### src/rtl/sdram_ch0_arbiter_if.sv
// Bundle of the requester handshakes and the SDRAM channel 0 signals.
// The slave modport is the arbiter's view. The master modport is the environment's view:
// the requesters plus the SDRAM controller.
interface sdram_ch0_arbiter_if #(
  parameter int unsigned ADDR_W = 25
) ();
  logic              rq0_req;
  logic              rq0_wr;
  logic [ADDR_W-1:0] rq0_addr;
  logic [7:0]        rq0_din;
  logic              rq0_ack;
  logic              rq1_req;
  logic              rq1_wr;
  logic [ADDR_W-1:0] rq1_addr;
  logic [7:0]        rq1_din;
  logic              rq1_ack;
  logic              rq2_req;
  logic              rq2_wr;
  logic [ADDR_W-1:0] rq2_addr;
  logic [7:0]        rq2_din;
  logic              rq2_ack;
  logic [7:0]        rd_data;
  logic [ADDR_W-1:0] ch0_addr;
  logic              ch0_wr;
  logic              ch0_rd;
  logic [7:0]        ch0_din;
  logic [7:0]        ch0_dout;
  logic              ch0_busy;
  logic              refresh;
  logic              err_timeout;
  logic              busy;

  modport slave (
    input  rq0_req, rq0_wr, rq0_addr, rq0_din,
    input  rq1_req, rq1_wr, rq1_addr, rq1_din,
    input  rq2_req, rq2_wr, rq2_addr, rq2_din,
    input  ch0_dout, ch0_busy,
    output rq0_ack, rq1_ack, rq2_ack, rd_data,
    output ch0_addr, ch0_wr, ch0_rd, ch0_din,
    output refresh, err_timeout, busy
  );

  modport master (
    output rq0_req, rq0_wr, rq0_addr, rq0_din,
    output rq1_req, rq1_wr, rq1_addr, rq1_din,
    output rq2_req, rq2_wr, rq2_addr, rq2_din,
    output ch0_dout, ch0_busy,
    input  rq0_ack, rq1_ack, rq2_ack, rd_data,
    input  ch0_addr, ch0_wr, ch0_rd, ch0_din,
    input  refresh, err_timeout, busy
  );
endinterface

### src/rtl/sdram_ch0_arbiter.sv
// SDRAM channel 0 arbiter.
// Three requesters share the byte-wide channel: rq0 has fixed priority, and rq1/rq2 take
// turns. The arbiter sequences each access as issue, busy wait and completion, and it
// inserts periodic auto-refresh cycles.
module sdram_ch0_arbiter #(
  parameter int unsigned ADDR_W           = 25,
  parameter int unsigned REFRESH_INTERVAL = 1024,
  parameter int unsigned REFRESH_LEN      = 4,
  parameter int unsigned ARM_CYCLES       = 2,
  parameter int unsigned BUSY_TIMEOUT     = 255
) (
  input  logic              clk_sys,
  input  logic              reset_n,
  sdram_ch0_arbiter_if.slave bus
);
  localparam int unsigned      REF_W    = (REFRESH_INTERVAL > 1) ? $clog2(REFRESH_INTERVAL) : 1;
  localparam logic [REF_W-1:0] REF_LAST = REF_W'(REFRESH_INTERVAL - 1);
  localparam logic [15:0]      ARM_LAST = 16'(ARM_CYCLES - 1);
  localparam logic [15:0]      WAIT_LAST = 16'(BUSY_TIMEOUT - 1);
  localparam logic [15:0]      RLEN_LAST = 16'(REFRESH_LEN - 1);

  typedef enum logic [2:0] {
    S_IDLE, S_ISSUE, S_ARM, S_WAIT, S_ACK, S_REFRESH
  } state_t;

  state_t            state, state_n;
  logic [15:0]       step, step_n;
  logic [REF_W-1:0]  ref_cnt;
  logic              ref_pending;
  logic              ref_wrap;
  logic              ref_go;
  logic              rr_rq2;
  logic              grant;
  logic [1:0]        grant_id;
  logic              sel_wr;
  logic [ADDR_W-1:0] sel_addr;
  logic [7:0]        sel_din;
  logic              start;
  logic              take_refresh;
  logic              capture;
  logic              timeout_hit;
  logic [1:0]        cur_id;
  logic              cur_wr;
  logic [ADDR_W-1:0] addr_q;
  logic [7:0]        din_q;
  logic [7:0]        rd_q;
  logic              err_q;
  logic              strobe;

  // A wrap happening in this very cycle already beats any requester.
  assign ref_wrap = (ref_cnt == REF_LAST);
  assign ref_go   = ref_pending | ref_wrap;

  // Requester selection: rq0 first, then rq1/rq2 by round-robin pointer
  always_comb begin
    grant    = 1'b0;
    grant_id = 2'd0;
    if (bus.rq0_req) begin
      grant    = 1'b1;
      grant_id = 2'd0;
    end else if (bus.rq1_req && (!bus.rq2_req || !rr_rq2)) begin
      grant    = 1'b1;
      grant_id = 2'd1;
    end else if (bus.rq2_req) begin
      grant    = 1'b1;
      grant_id = 2'd2;
    end
  end

  // Mux of the winning requester's command fields
  always_comb begin
    sel_wr   = bus.rq0_wr;
    sel_addr = bus.rq0_addr;
    sel_din  = bus.rq0_din;
    case (grant_id)
      2'd1: begin
        sel_wr   = bus.rq1_wr;
        sel_addr = bus.rq1_addr;
        sel_din  = bus.rq1_din;
      end
      2'd2: begin
        sel_wr   = bus.rq2_wr;
        sel_addr = bus.rq2_addr;
        sel_din  = bus.rq2_din;
      end
      default: ;
    endcase
  end

  // Next-state logic and per-cycle control strobes
  always_comb begin
    state_n      = state;
    step_n       = step;
    start        = 1'b0;
    take_refresh = 1'b0;
    capture      = 1'b0;
    timeout_hit  = 1'b0;
    case (state)
      S_IDLE: begin
        step_n = '0;
        if (ref_go) begin
          take_refresh = 1'b1;
          state_n      = S_REFRESH;
        end else if (grant) begin
          start   = 1'b1;
          state_n = S_ISSUE;
        end
      end
      S_ISSUE: begin
        step_n  = '0;
        state_n = S_ARM;
      end
      S_ARM: begin
        if (bus.ch0_busy || (step == ARM_LAST)) begin
          step_n  = '0;
          state_n = S_WAIT;
        end else begin
          step_n = step + 16'd1;
        end
      end
      S_WAIT: begin
        if (!bus.ch0_busy) begin
          capture = ~cur_wr;
          state_n = S_ACK;
        end else if (step == WAIT_LAST) begin
          timeout_hit = 1'b1;
          state_n     = S_ACK;
        end else begin
          step_n = step + 16'd1;
        end
      end
      S_ACK: begin
        state_n = S_IDLE;
      end
      S_REFRESH: begin
        if (step == RLEN_LAST) begin
          step_n  = '0;
          state_n = S_IDLE;
        end else begin
          step_n = step + 16'd1;
        end
      end
      default: state_n = S_IDLE;
    endcase
  end

  // State and phase counter registers
  always_ff @(posedge clk_sys or negedge reset_n) begin
    if (!reset_n) begin
      state <= S_IDLE;
      step  <= '0;
    end else begin
      state <= state_n;
      step  <= step_n;
    end
  end

  // Command latch at grant, read-data capture, sticky timeout flag, turn pointer
  always_ff @(posedge clk_sys or negedge reset_n) begin
    if (!reset_n) begin
      cur_id <= '0;
      cur_wr <= 1'b0;
      addr_q <= '0;
      din_q  <= '0;
      rd_q   <= '0;
      err_q  <= 1'b0;
      rr_rq2 <= 1'b0;
    end else begin
      if (start) begin
        cur_id <= grant_id;
        cur_wr <= sel_wr;
        addr_q <= sel_addr;
        din_q  <= sel_din;
        if (grant_id == 2'd1) rr_rq2 <= 1'b1;
        else if (grant_id == 2'd2) rr_rq2 <= 1'b0;
      end
      if (capture) rd_q <= bus.ch0_dout;
      if (timeout_hit) err_q <= 1'b1;
    end
  end

  // Free-running refresh interval counter and pending flag
  always_ff @(posedge clk_sys or negedge reset_n) begin
    if (!reset_n) begin
      ref_cnt     <= '0;
      ref_pending <= 1'b0;
    end else begin
      ref_cnt <= ref_wrap ? '0 : ref_cnt + 1'b1;
      if (take_refresh) ref_pending <= 1'b0;
      else if (ref_wrap) ref_pending <= 1'b1;
    end
  end

  // The strobe stays up from ISSUE through WAIT, so it drops on entry to ACK.
  assign strobe = (state == S_ISSUE) || (state == S_ARM) || (state == S_WAIT);

  assign bus.ch0_wr      = strobe & cur_wr;
  assign bus.ch0_rd      = strobe & ~cur_wr;
  assign bus.ch0_addr    = addr_q;
  assign bus.ch0_din     = din_q;
  assign bus.rd_data     = rd_q;
  assign bus.err_timeout = err_q;
  assign bus.refresh     = (state == S_REFRESH);
  assign bus.busy        = (state != S_IDLE);
  assign bus.rq0_ack     = (state == S_ACK) && (cur_id == 2'd0);
  assign bus.rq1_ack     = (state == S_ACK) && (cur_id == 2'd1);
  assign bus.rq2_ack     = (state == S_ACK) && (cur_id == 2'd2);
endmodule

### src/flat_wrapper.sv
// flat-port wrapper written by rule: the top's interface ports become plain ports
module sdram_ch0_arbiter_flat 
#(
  parameter int unsigned ADDR_W           = 25,
  parameter int unsigned REFRESH_INTERVAL = 1024,
  parameter int unsigned REFRESH_LEN      = 4,
  parameter int unsigned ARM_CYCLES       = 2,
  parameter int unsigned BUSY_TIMEOUT     = 255
)
  (clk_sys, reset_n, bus_rq0_req, bus_rq0_wr, bus_rq0_addr, bus_rq0_din, bus_rq1_req, bus_rq1_wr, bus_rq1_addr, bus_rq1_din, bus_rq2_req, bus_rq2_wr, bus_rq2_addr, bus_rq2_din, bus_ch0_dout, bus_ch0_busy, bus_rq0_ack, bus_rq1_ack, bus_rq2_ack, bus_rd_data, bus_ch0_addr, bus_ch0_wr, bus_ch0_rd, bus_ch0_din, bus_refresh, bus_err_timeout, bus_busy);
  sdram_ch0_arbiter_if #(.ADDR_W(ADDR_W)) bus_i ();
  input  logic clk_sys;
  input  logic reset_n;
  input wire logic [$bits(bus_i.rq0_req)-1:0] bus_rq0_req;
  input wire logic [$bits(bus_i.rq0_wr)-1:0] bus_rq0_wr;
  input wire logic [$bits(bus_i.rq0_addr)-1:0] bus_rq0_addr;
  input wire logic [$bits(bus_i.rq0_din)-1:0] bus_rq0_din;
  input wire logic [$bits(bus_i.rq1_req)-1:0] bus_rq1_req;
  input wire logic [$bits(bus_i.rq1_wr)-1:0] bus_rq1_wr;
  input wire logic [$bits(bus_i.rq1_addr)-1:0] bus_rq1_addr;
  input wire logic [$bits(bus_i.rq1_din)-1:0] bus_rq1_din;
  input wire logic [$bits(bus_i.rq2_req)-1:0] bus_rq2_req;
  input wire logic [$bits(bus_i.rq2_wr)-1:0] bus_rq2_wr;
  input wire logic [$bits(bus_i.rq2_addr)-1:0] bus_rq2_addr;
  input wire logic [$bits(bus_i.rq2_din)-1:0] bus_rq2_din;
  input wire logic [$bits(bus_i.ch0_dout)-1:0] bus_ch0_dout;
  input wire logic [$bits(bus_i.ch0_busy)-1:0] bus_ch0_busy;
  output wire logic [$bits(bus_i.rq0_ack)-1:0] bus_rq0_ack;
  output wire logic [$bits(bus_i.rq1_ack)-1:0] bus_rq1_ack;
  output wire logic [$bits(bus_i.rq2_ack)-1:0] bus_rq2_ack;
  output wire logic [$bits(bus_i.rd_data)-1:0] bus_rd_data;
  output wire logic [$bits(bus_i.ch0_addr)-1:0] bus_ch0_addr;
  output wire logic [$bits(bus_i.ch0_wr)-1:0] bus_ch0_wr;
  output wire logic [$bits(bus_i.ch0_rd)-1:0] bus_ch0_rd;
  output wire logic [$bits(bus_i.ch0_din)-1:0] bus_ch0_din;
  output wire logic [$bits(bus_i.refresh)-1:0] bus_refresh;
  output wire logic [$bits(bus_i.err_timeout)-1:0] bus_err_timeout;
  output wire logic [$bits(bus_i.busy)-1:0] bus_busy;
  assign bus_i.rq0_req = bus_rq0_req;
  assign bus_i.rq0_wr = bus_rq0_wr;
  assign bus_i.rq0_addr = bus_rq0_addr;
  assign bus_i.rq0_din = bus_rq0_din;
  assign bus_i.rq1_req = bus_rq1_req;
  assign bus_i.rq1_wr = bus_rq1_wr;
  assign bus_i.rq1_addr = bus_rq1_addr;
  assign bus_i.rq1_din = bus_rq1_din;
  assign bus_i.rq2_req = bus_rq2_req;
  assign bus_i.rq2_wr = bus_rq2_wr;
  assign bus_i.rq2_addr = bus_rq2_addr;
  assign bus_i.rq2_din = bus_rq2_din;
  assign bus_i.ch0_dout = bus_ch0_dout;
  assign bus_i.ch0_busy = bus_ch0_busy;
  assign bus_rq0_ack = bus_i.rq0_ack;
  assign bus_rq1_ack = bus_i.rq1_ack;
  assign bus_rq2_ack = bus_i.rq2_ack;
  assign bus_rd_data = bus_i.rd_data;
  assign bus_ch0_addr = bus_i.ch0_addr;
  assign bus_ch0_wr = bus_i.ch0_wr;
  assign bus_ch0_rd = bus_i.ch0_rd;
  assign bus_ch0_din = bus_i.ch0_din;
  assign bus_refresh = bus_i.refresh;
  assign bus_err_timeout = bus_i.err_timeout;
  assign bus_busy = bus_i.busy;
  sdram_ch0_arbiter #(.ADDR_W(ADDR_W), .REFRESH_INTERVAL(REFRESH_INTERVAL), .REFRESH_LEN(REFRESH_LEN), .ARM_CYCLES(ARM_CYCLES), .BUSY_TIMEOUT(BUSY_TIMEOUT)) u_core (.clk_sys(clk_sys), .reset_n(reset_n), .bus(bus_i));
endmodule
### config.mk
export PLATFORM = sky130hd
export DESIGN_NAME = sdram_ch0_arbiter_flat
export DESIGN_NICKNAME = d
export VERILOG_FILES = /design/src/rtl/sdram_ch0_arbiter_if.sv /design/src/rtl/sdram_ch0_arbiter.sv /design/src/flat_wrapper.sv
export SDC_FILE = /design/constraint.sdc
export NUM_CORES = 1
export LEC_CHECK = 0
export CAP_MARGIN = 20
export CORE_MARGIN = 3
export CORE_UTILIZATION = 47
export DETAILED_ROUTE_END_ITERATION = 7
export PLACE_DENSITY = 0.85
export SETUP_SLACK_MARGIN = 0.1
export SYNTH_ARGS = -nofsm -noshare
export SYNTH_HDL_FRONTEND = slang
export SYNTH_SLANG_ARGS = --single-unit
### constraint.sdc
create_clock -name clk_sys -period 3.05 [get_ports clk_sys]
set_input_delay 0.915 -clock clk_sys [delete_from_list [all_inputs] [get_ports clk_sys]]
set_output_delay 0.915 -clock clk_sys [all_outputs]
set_load 0.02 [all_outputs]
==> metrics <==
status finished clean; f_max 0.352 GHz; post-synthesis cell type count 44; post-place setup slack 0.0267 ns; drt initial violations roughly 140; clk slew on worst S/H paths 0.08 ns; total power 4500 uW; vias per cell 5.62; CP arrival 1.93 ns; core region area just over 8000 um^2; Fin. Hold Viols 0; actual slew at the worst max-slew pin 0.658 ns; diodes inserted 0; Rel. slew slack 56.1%; most common cell after layout, fill and taps aside clkdlybuf4s50_1; Die Y 98.7 um; Max Cap Violations 0; Root Driver clkbuf_8; # clock sinks 76; Setup crit end kind primary output; layout cell share with drive strength beyond 1 7.88%; Hold Buf Count CTS 0; IO Port Bufs 164; HPWL after DPL 9.08 mm; Seq/Total Area, Yosys roughly 47%; Slowest Stage Delay on Critical Path 0.63 ns; die width 98.7 um; Static Leakage 0.00250 uW; PD cells 750 nW/um^2; CP max FO 11; Critical Path Start u_core.state[0]$_DFFE_PN0P_; Seq cells post-synth 76; Starting Density approximately 49%; commonest cells after routing, fill and taps aside 160 x clkdlybuf4s50_1, 75 x dfrtp_1, 51 x nand2_1, 51 x nor2_1, 39 x o21ai_0; site row count 33; CP max stage cell clkdlybuf4s50_1; total negative slack 0 ns; Final ANT Viol Nets 0; # setup viols final 0; pins over their slew limit 0; Post-Route WL 12.0 mm; final instance area about 6000 um^2; H-tree Lvls 3; largest net degree at the start of global routing between 50 and 60; routed length per instance 16.8 um; placed cell area 5800 um^2; Critical R2R Launch u_core.step[12]$_DFFE_PN0P_; Clk Latency, worst-skew pair between 0.3 and 0.4 ns; main flop type after synthesis dfrtp_1; worst path bufs/invs 1; utilization after layout 72.6%; Final #Nets approximately 730; Vias 4012; Layout area overhead 48.5%; crit-path leading delay family buffers and inverters; yosys warns 0; initial antenna violation count 0; min-delay src u_core.bus.err_timeout$_DFFE_PN0P_; crit path cell chain nor2b_2 > and2_1 > clkdlybuf4s50_1; Mapped Nets 571; Pre-Repair DR Iteration Count 5; CTS Buffer Depth 2; Final GP Congestion 0.853; setup ws final between 0.2 and 0.25 ns; min cycle time layout 2.84 ns; CTS tree done; DRC viols 0; fraction of registers with async set/reset 100%; die area 9740 um^2; Synth Instances 449; io pins 165; first-pass GRT wire length a little under 20 mm; Req. time, crit path 2.13 ns; clock skew 0.0125 ns; maximum vdd drop 0.000456 V; GRT Total Usage 24.4%; Mapped Area 4040 um^2; Final Cycle Share 93.3%; unrepaired setup endpoints after global routing no; Synth Area per Inst 8.99 um^2; number of synthesized flops with an enable pin 0; GRT Residual Overflow 0; worst min-delay path class register to register; TritonCTS Buffers 9; vias in the first global route 3941; Critical Path Source Type register; kind of critical path register to primary output
==> cell usage after synthesis, types with 3 or more instances <==
| cell type | n | share of area [%] |
|---|---|---|
| dfrtp_1 | 76 | 47 |
| o31ai_1 | 4 | 0.74 |
| xor2_1 | 4 | 0.87 |
| nor2_1 | 51 | 4.7 |
| buf_2 | 5 | 0.62 |
| nor2b_1 | 6 | 0.93 |
| and3_1 | 8 | 1.2 |
| nor3_1 | 9 | 1.1 |
| nand2b_1 | 3 | 0.47 |
| ha_1 | 6 | 1.9 |
| a21oi_1 | 38 | 4.7 |
| nand2_1 | 51 | 4.7 |
| o21ai_0 | 39 | 4.8 |
| a22o_1 | 8 | 1.7 |
| inv_1 | 10 | 0.93 |
| a21o_1 | 3 | 0.56 |
| nor3b_1 | 3 | 0.56 |
| a22oi_1 | 34 | 6.3 |
| mux2_2 | 9 | 2.5 |
| nand4_1 | 4 | 0.62 |
| nand3_1 | 11 | 1.4 |
| and2_1 | 3 | 0.47 |
| xnor2_1 | 4 | 0.87 |
| clkbuf_1 | 24 | 2.2 |
| o21ai_1 | 9 | 1.1 |
==> registers in the layout (all words and copies together), names as in the netlist <==
register                count
u_core.step                16
u_core.bus.rd_data          8
u_core.bus.err_timeout      1
u_core.rr_rq2               1
u_core.cur_id               2
u_core.ref_pending          1
u_core.bus.ch0_din          8
u_core.cur_wr               1
u_core.bus.ch0_addr        25
u_core.ref_cnt             10
u_core.state                3
==> kinds of logic after synthesis <==
| family | synth area share [%] |
|---|---|
| simple gates | 18.6 |
| compound gates | 24.2 |
| flops | 47.1 |
| buf+inv | 3.97 |
| mux | 2.51 |
| xor+xnor | 1.74 |
| fa+ha+maj | 1.86 |
==> cell type report <==
cell class / count / area (um^2)
fillers: 611 / 2270
inverters: 10 / 37.5
flip-flops and latches: 76 / 1900
clock buffers: 9 / 124
repair buffers: 174 / 1740
multi-input cells: 333 / 1990
well taps: 105 / 131
clock inverters: 7 / 67.6
==> final timing paths <==
kind	cells after the start	slack (ns)	end
min in group asynchronous	1	0.52	u_core.step[12]$_DFFE_PN0P_
max	3	0.21	bus_refresh
max reg2reg	6	0.84	u_core.step[3]$_DFFE_PN0P_
max in group asynchronous	2	1.84	u_core.state[0]$_DFFE_PN0P_
min reg2reg	1	0.46	u_core.bus.err_timeout$_DFFE_PN0P_
min	1	0.46	u_core.bus.err_timeout$_DFFE_PN0P_
==> per-stage QoR <==
step	hold WS, ns	instances
finish	0.459	714
global route	0.495	714
CTS	0.462	714
detailed placement	0.446	698
global placement	0.442	698
floorplan	0.440	449
==> where the power goes <==
part           internal [uW]  switching [uW]
sequential              1300             230
clock                    373             380
combinational           1030            1180
==> routing by layer <==
metal / global-route usage, % / share of wire, % / vias up
met2: 42.6 / 51 / 153
li1: - / - / 1918
met3: 9.41 / 8.4 / 12
met5: 0 / 0 / -
met4: 5.04 / 1.3 / 0
met1: 28.5 / 40 / 1929
==> repair_timing <==
item / in CTS / in global routing
gates resized for setup: 3 / 2
endpoints found under the setup margin: 4 / 2
buffers inserted: 0 / 0
(Power assumes the default switching activity.)
